File: src/rtl/intc_trap_ctrl.sv
// Trap sequencer: detects ecall/ebreak/mret/interrupts in IDLE, stalls the pipeline,
// writes mepc/mstatus/mcause one CSR per cycle, then redirects fetch.
// Latency: trap = accept cycle + 3 CSR writes + jump (5 cycles); mret = accept + 1 write + jump (3 cycles).
// Backpressure: none consumed; hold_flag_o stalls the pipeline combinationally for the whole sequence.
//
// Ports: clk/rst_n (async active-low); EX-stage request inputs (inst_addr_i, ecall_i, ebreak_i,
// mret_i, ex_jump_i, ex_jump_addr_i); level interrupts irq_ext_i/irq_timer_i; CSR reads csr_mtvec_i,
// csr_mepc_i, csr_mstatus_i; CSR write port csr_intc_*; hold_flag_o, int_jump_o/int_addr_o redirect,
// irq_ack_o accept pulse.
// Optional build macro INTC_VECTORED_EN: vectored interrupt targets when mtvec[1:0] == 2'b01.
module intc_trap_ctrl #(
    parameter logic [31:0] RESET_ADDR = 32'h0000_0000
) (
    input  logic        clk,
    input  logic        rst_n,
    input  logic [31:0] inst_addr_i,
    input  logic        ecall_i,
    input  logic        ebreak_i,
    input  logic        mret_i,
    input  logic        ex_jump_i,
    input  logic [31:0] ex_jump_addr_i,
    input  logic        irq_ext_i,
    input  logic        irq_timer_i,
    input  logic [31:0] csr_mtvec_i,
    input  logic [31:0] csr_mepc_i,
    input  logic [31:0] csr_mstatus_i,
    output logic [11:0] csr_intc_addr_o,
    output logic [31:0] csr_intc_data_o,
    output logic        csr_intc_we_o,
    output logic        hold_flag_o,
    output logic        int_jump_o,
    output logic [31:0] int_addr_o,
    output logic        irq_ack_o
);

    typedef enum logic [2:0] {
        IDLE, W_MEPC, W_MSTATUS, W_MCAUSE, MRET_ST, JUMP
    } state_t;

    state_t state, state_nxt;

    // Fields captured at accept time
    logic [31:0] cause_q, mstatus_q, mepc_q;
    logic        irq_q, mret_q;

    // Request decode (only meaningful in IDLE)
    logic        mie, exc_req, mret_req, ext_req, timer_req, irq_req, accept;
    logic [31:0] cause_req, mepc_req;

    assign mie       = csr_mstatus_i[3];
    assign exc_req   = ecall_i | ebreak_i;
    assign mret_req  = mret_i & ~exc_req;
    assign ext_req   = irq_ext_i & mie & ~exc_req & ~mret_i;
    assign timer_req = irq_timer_i & mie & ~exc_req & ~mret_i & ~irq_ext_i;
    assign irq_req   = ext_req | timer_req;
    assign accept    = (state == IDLE) & (exc_req | mret_i | irq_req);

    assign cause_req = ecall_i  ? 32'd11 :
                       ebreak_i ? 32'd3 :
                       ext_req  ? 32'h8000_000B : 32'h8000_0007;

    // An interrupted instruction is squashed; resume at the taken branch target if any.
    assign mepc_req = (irq_req & ex_jump_i) ? ex_jump_addr_i : inst_addr_i;

    // Trap target
    logic [31:0] trap_base, trap_tgt;
    assign trap_base = {csr_mtvec_i[31:2], 2'b00};
`ifdef INTC_VECTORED_EN
    assign trap_tgt = (irq_q && csr_mtvec_i[1:0] == 2'b01)
                    ? trap_base + {26'd0, cause_q[3:0], 2'b00} : trap_base;
`else
    logic unused_mode;
    assign unused_mode = ^{csr_mtvec_i[1:0], irq_q};
    assign trap_tgt    = trap_base;
`endif

    // Registered-output next values
    logic        we_nxt, jump_nxt, ack_nxt;
    logic [11:0] addr_nxt;
    logic [31:0] data_nxt, iaddr_nxt;

    always_comb begin
        state_nxt = state;
        we_nxt    = 1'b0;
        addr_nxt  = 12'h000;
        data_nxt  = 32'h0;
        jump_nxt  = 1'b0;
        ack_nxt   = 1'b0;
        iaddr_nxt = int_addr_o;
        case (state)
            IDLE: begin
                if (accept) begin
                    we_nxt = 1'b1;
                    if (mret_req) begin
                        // mret: MIE <= MPIE, MPIE <= 1
                        state_nxt = MRET_ST;
                        addr_nxt  = 12'h300;
                        data_nxt  = {csr_mstatus_i[31:8], 1'b1, csr_mstatus_i[6:4],
                                     csr_mstatus_i[7], csr_mstatus_i[2:0]};
                    end else begin
                        state_nxt = W_MEPC;
                        addr_nxt  = 12'h341;
                        data_nxt  = mepc_req;
                        ack_nxt   = irq_req;
                    end
                end
            end
            W_MEPC: begin
                // trap entry: MPIE <= MIE, MIE <= 0
                state_nxt = W_MSTATUS;
                we_nxt    = 1'b1;
                addr_nxt  = 12'h300;
                data_nxt  = {mstatus_q[31:8], mstatus_q[3], mstatus_q[6:4], 1'b0, mstatus_q[2:0]};
            end
            W_MSTATUS: begin
                state_nxt = W_MCAUSE;
                we_nxt    = 1'b1;
                addr_nxt  = 12'h342;
                data_nxt  = cause_q;
            end
            W_MCAUSE, MRET_ST: begin
                state_nxt = JUMP;
                jump_nxt  = 1'b1;
                iaddr_nxt = mret_q ? csr_mepc_i : trap_tgt;
            end
            JUMP:    state_nxt = IDLE;
            default: state_nxt = IDLE;
        endcase
    end

    assign hold_flag_o = (state != IDLE) | accept;

    always_ff @(posedge clk or negedge rst_n) begin
        if (!rst_n) begin
            state <= IDLE;
        end else begin
            state <= state_nxt;
        end
    end

    always_ff @(posedge clk or negedge rst_n) begin
        if (!rst_n) begin
            csr_intc_we_o   <= 1'b0;
            csr_intc_addr_o <= 12'h000;
            csr_intc_data_o <= 32'h0;
            int_jump_o      <= 1'b0;
            irq_ack_o       <= 1'b0;
            int_addr_o      <= RESET_ADDR;
            cause_q         <= 32'h0;
            mstatus_q       <= 32'h0;
            mepc_q          <= 32'h0;
            irq_q           <= 1'b0;
            mret_q          <= 1'b0;
        end else begin
            csr_intc_we_o   <= we_nxt;
            csr_intc_addr_o <= addr_nxt;
            csr_intc_data_o <= data_nxt;
            int_jump_o      <= jump_nxt;
            irq_ack_o       <= ack_nxt;
            int_addr_o      <= iaddr_nxt;
            if (accept) begin
                cause_q   <= cause_req;
                mstatus_q <= csr_mstatus_i;
                mepc_q    <= mepc_req;
                irq_q     <= irq_req;
                mret_q    <= mret_req;
            end
        end
    end

endmodule

File: config.mk
export PLATFORM = sky130hd
export DESIGN_NAME = intc_trap_ctrl
export DESIGN_NICKNAME = d
export VERILOG_FILES = /design/src/rtl/intc_trap_ctrl.sv
export SDC_FILE = /design/constraint.sdc
export NUM_CORES = 1
export LEC_CHECK = 0
export BUFFER_PORTS_ARGS = -buffer_cell sky130_fd_sc_hd__buf_2
export CAP_MARGIN = 5
export CORE_MARGIN = 5
export CORE_UTILIZATION = 49
export CTS_CLUSTER_SIZE = 30
export DETAILED_ROUTE_END_ITERATION = 16
export PLACE_DENSITY = 0.93
export SETUP_SLACK_MARGIN = 0.2
export SYNTH_ARGS = -nofsm -noshare
export SYNTH_HDL_FRONTEND = slang
export SYNTH_SLANG_ARGS = --single-unit
File: constraint.sdc
create_clock -name clk -period 2.9 [get_ports clk]
set_clock_uncertainty 0.2 [all_clocks]
set_input_delay 0.435 -clock clk [delete_from_list [all_inputs] [get_ports clk]]
set_output_delay 0.435 -clock clk [all_outputs]
set_load 0.01 [all_outputs]
==> impl_metrics.csv <==
group,metric,value,unit
sta,hold_ws,0.1140,ns
synthesis,synthArstFlopShare,100.0,%
layout,final_common_cell,"buf_2",
pwr,leakage,3.011,nW
worst_setup_path,crit_path_max_incr_delay,0.48,ns
sta,finalSetupTns,0,ns
cts,clk_pin_slew,0.10,ns
layout,drive_above_1_share,47.43,%
synthesis,yosys_most_used_dff,"dfrtp_1",
synthesis,yosysSeqAreaShare,55.67,%
run_status,status,"completed",
placed_design,gp_congestion,0.7868,
synthesis,synth_top_area_share,55.67,%
global_routing,grt_pass1_wl,20400,µm
synthesis,yosys_warnings,0,
synthesis,synth.area.top_cells,"dfrtp_1 56%, mux2i_1 12%, mux2_2 7.1%",
pwr,clkPwrFrac,14.7,%
synthesis,postSynthAreaPerCell,11.95,µm²
placed_design,post-place-ws,0.6995,ns
layout,nets,806,
worst_hold_path,hold_start,"csr_mstatus_i[18]",
worst_setup_path,worstRegToRegCells,4,
floorplanning,dieArea,0.01210,mm²
synthesis,synth_top_area_cell,"dfrtp_1",
placed_design,dp_hpwl,10210,µm
synthesis,synth_edf_count,0,
worst_setup_path,path_cells,"nor3_4 > a21boi_4 > buf_12 > mux2_2",
worst_hold_path,hold_path_depth,3,
pwr,seq_power_share,42.9,%
worst_setup_path,slowest_stage,"a21boi_4",
floorplanning,placeableCoreArea,0.009774,mm²
cts,root_buffer,"clkbuf_8",
sta,period_share,76.52,%
global_routing,grt_pass1_vias,4256,
floorplanning,num_rows,36,
layout,area_delta_synth_final,29.93,%
worst_setup_path,reg2reg_setup_slack,0.68,ns
synthesis,synth-seq-cells,109,
route,drc,0,
sta,timing_hold_violations_final,0,
cts,cts_sinks,109,
synthesis,synth_cell_types,34,
sta,drv_slew,0,
layout,diodes,0,
route,wl_per_cell,17.20,µm
sta,final-setup-viol-count,0,
sta,min_period,2.219,ns
sta,fmax,450.6,MHz
cts,cts_buffers,9,
route,drt_iter0_markers,279,
global_routing,grt_max_degree,61,
cts,insertion_delay,0.35,ns
route,routed_wl,13350,µm
pwr,pwr_density_cell,967.1,mW/mm²
route,first_pass_iters,4,
floorplanning,io_pins,248,
worst_setup_path,crit_fanout,30,
global_routing,track_usage,21.89,%
worst_setup_path,cp.arrival,2.25,ns
route,viasPerCell,5.215,
layout,most-common-layout-cells,"237 x buf_2, 108 x dfrtp_1, 61 x mux2i_1, 33 x nor2_1, 31 x mux2_2",
placed_design,port_buffers,238,
worst_hold_path,min_to,"csr_intc_data_o[18]",
sta,final.setup.worst_slack,0.6810,ns
sta,worstMarginPinSlew,0.9158,ns
pwr,combPwrFrac,42.3,%
floorplanning,fp.dieW,110.0,µm
worst_setup_path,required,2.94,ns
worst_setup_path,start_kind,"flip-flop",
cts,clk_path_buf_depth,2,
pwr,internal-power,0.003891,W
global_routing,antenna_found_initial,0,
worst_setup_path,crit_type,"flip-flop to flip-flop",
worst_hold_path,holdCritPathClass,"input port to flip-flop",
pwr,p_switching,0.002266,W
synthesis,synth_area,0.004900,mm²
route,drt.antenna.violating_nets,0,
worst_setup_path,endpoint_kind,"flip-flop",
floorplanning,start_util,50.13,%
pwr,max-vdd-ir-drop,0.4527,mV
pwr,sw_frac_of_total,36.80,%
synthesis,syn_inst,410,
flow_run,max-cap-violations,0,
layout,post-route-util,65.13,%
sta,rsz0062_at_grt,"false",
worst_setup_path,rr_startpoint,"state[1]",
route,vias,4047,
global_routing,overflow,0,
cts,post_cts_buffers,0,
cts,cts_tree,"yes",
sta,max_slew_margin,38.95,%
cts,ctsHtreeMaxLevel,3,
worst_setup_path,reg2reg_to,"mstatus_q[16]",
floorplanning,dieHeight,110.0,µm
state kept, by name, summed over array words and instances, names as in the netlist:
name	count
mret_q	1
int_addr_o	32
int_jump_o	1
csr_intc_addr_o	4
cause_q	4
csr_intc_data_o	32
mstatus_q	31
irq_ack_o	1
state	3
power groups by stage:
stage / Clock [W] / Combinational [W] / Sequential [W]
2_1_floorplan: 0 / 0.00161 / 0.00271
3_3_place_gp: 0 / 0.00251 / 0.00262
3_5_place_dp: 0 / 0.00263 / 0.00268
4_1_cts: 0.000940 / 0.00264 / 0.00265
5_1_grt: 0.00101 / 0.00288 / 0.00274
6_report: 0.000908 / 0.00261 / 0.00264
per-layer routing:
layer | up-vias | part of all wire (%) | track usage (%)
li1 | 1908 | - | -
met1 | 1944 | 37 | 25.53
met2 | 177 | 52 | 39.08
met3 | 18 | 8.5 | 5.183
met4 | 0 | 1.9 | 8.014
met5 | - | 0 | 0
critical path, delay by kind of cell (launching register included):
| kind | cells | cell delay [ns] |
|---|---|---|
| buf+inv | 1 | 0.25 |
| mux | 1 | 0.36 |
| flops | 1 | 0.47 |
| compound gates | 1 | 0.48 |
| simple gates | 1 | 0.32 |
timing repair:
action                    4_1_cts  5_1_grt
hold endpoints to repair       59        0
resized for setup               0        0
hold buffers                    1        0
synthesized netlist by cell type, types with 3 or more instances:
cell and instances:
inv_1 7, or2_2 3, dfrtp_1 109, buf_4 12
nor2_1 33, mux2i_1 61, buf_2 14, nand2_1 4
o21ai_0 26, mux2_2 31, a21oi_1 30, o21ai_1 12
a222oi_1 4, buf_6 4, nand3_1 5, a22oi_1 27
clkbuf_1 8
how the worst max path moves through the flow:
stage / slack, ns / from / cells past startpoint / to
floorplan: 1.14 / state[1] / 4 / mstatus_q[29]
global placement: 0.77 / state[1] / 4 / mstatus_q[26]
detailed placement: 0.70 / state[1] / 4 / mstatus_q[16]
CTS: 0.68 / state[1] / 4 / mstatus_q[16]
global route: 0.55 / state[1] / 4 / mstatus_q[14]
finish: 0.68 / state[1] / 4 / mstatus_q[16]
through the flow:
step	total power [W]	std cells	area (µm²)
3_5_place_dp	0.005313	759	6163
4_1_cts	0.006224	776	6366
3_3_place_gp	0.005129	759	6163
5_1_grt	0.006623	776	6366
6_report	0.006156	776	6366
2_1_floorplan	0.004325	416	4922
final cells by class:
class	count	area, µm²
Sequential cell	109	2729
Clock buffer	12	145.1
Clock inverter	4	47.55
Timing Repair Buffer	249	1304
Inverter	7	26.28
Tap cell	133	166.4
Fill cell	769	3408
Multi-Input combinational cell	262	1948
cells by family (layout without fill, tap and decap cells):
| family | after synthesis | count (layout) | share of synthesized area (%) |
|---|---|---|---|
| multiplexers | 94 | 94 | 20.05 |
| buffers and inverters | 45 | 272 | 5.337 |
| AND/OR/NAND/NOR | 55 | 55 | 5.797 |
| AO/OA/AOI/OAI | 106 | 106 | 13.07 |
| flip-flops | 109 | 109 | 55.67 |
| other | 1 | 7 | 0.07654 |
Power figures use the tool's default switching activity.
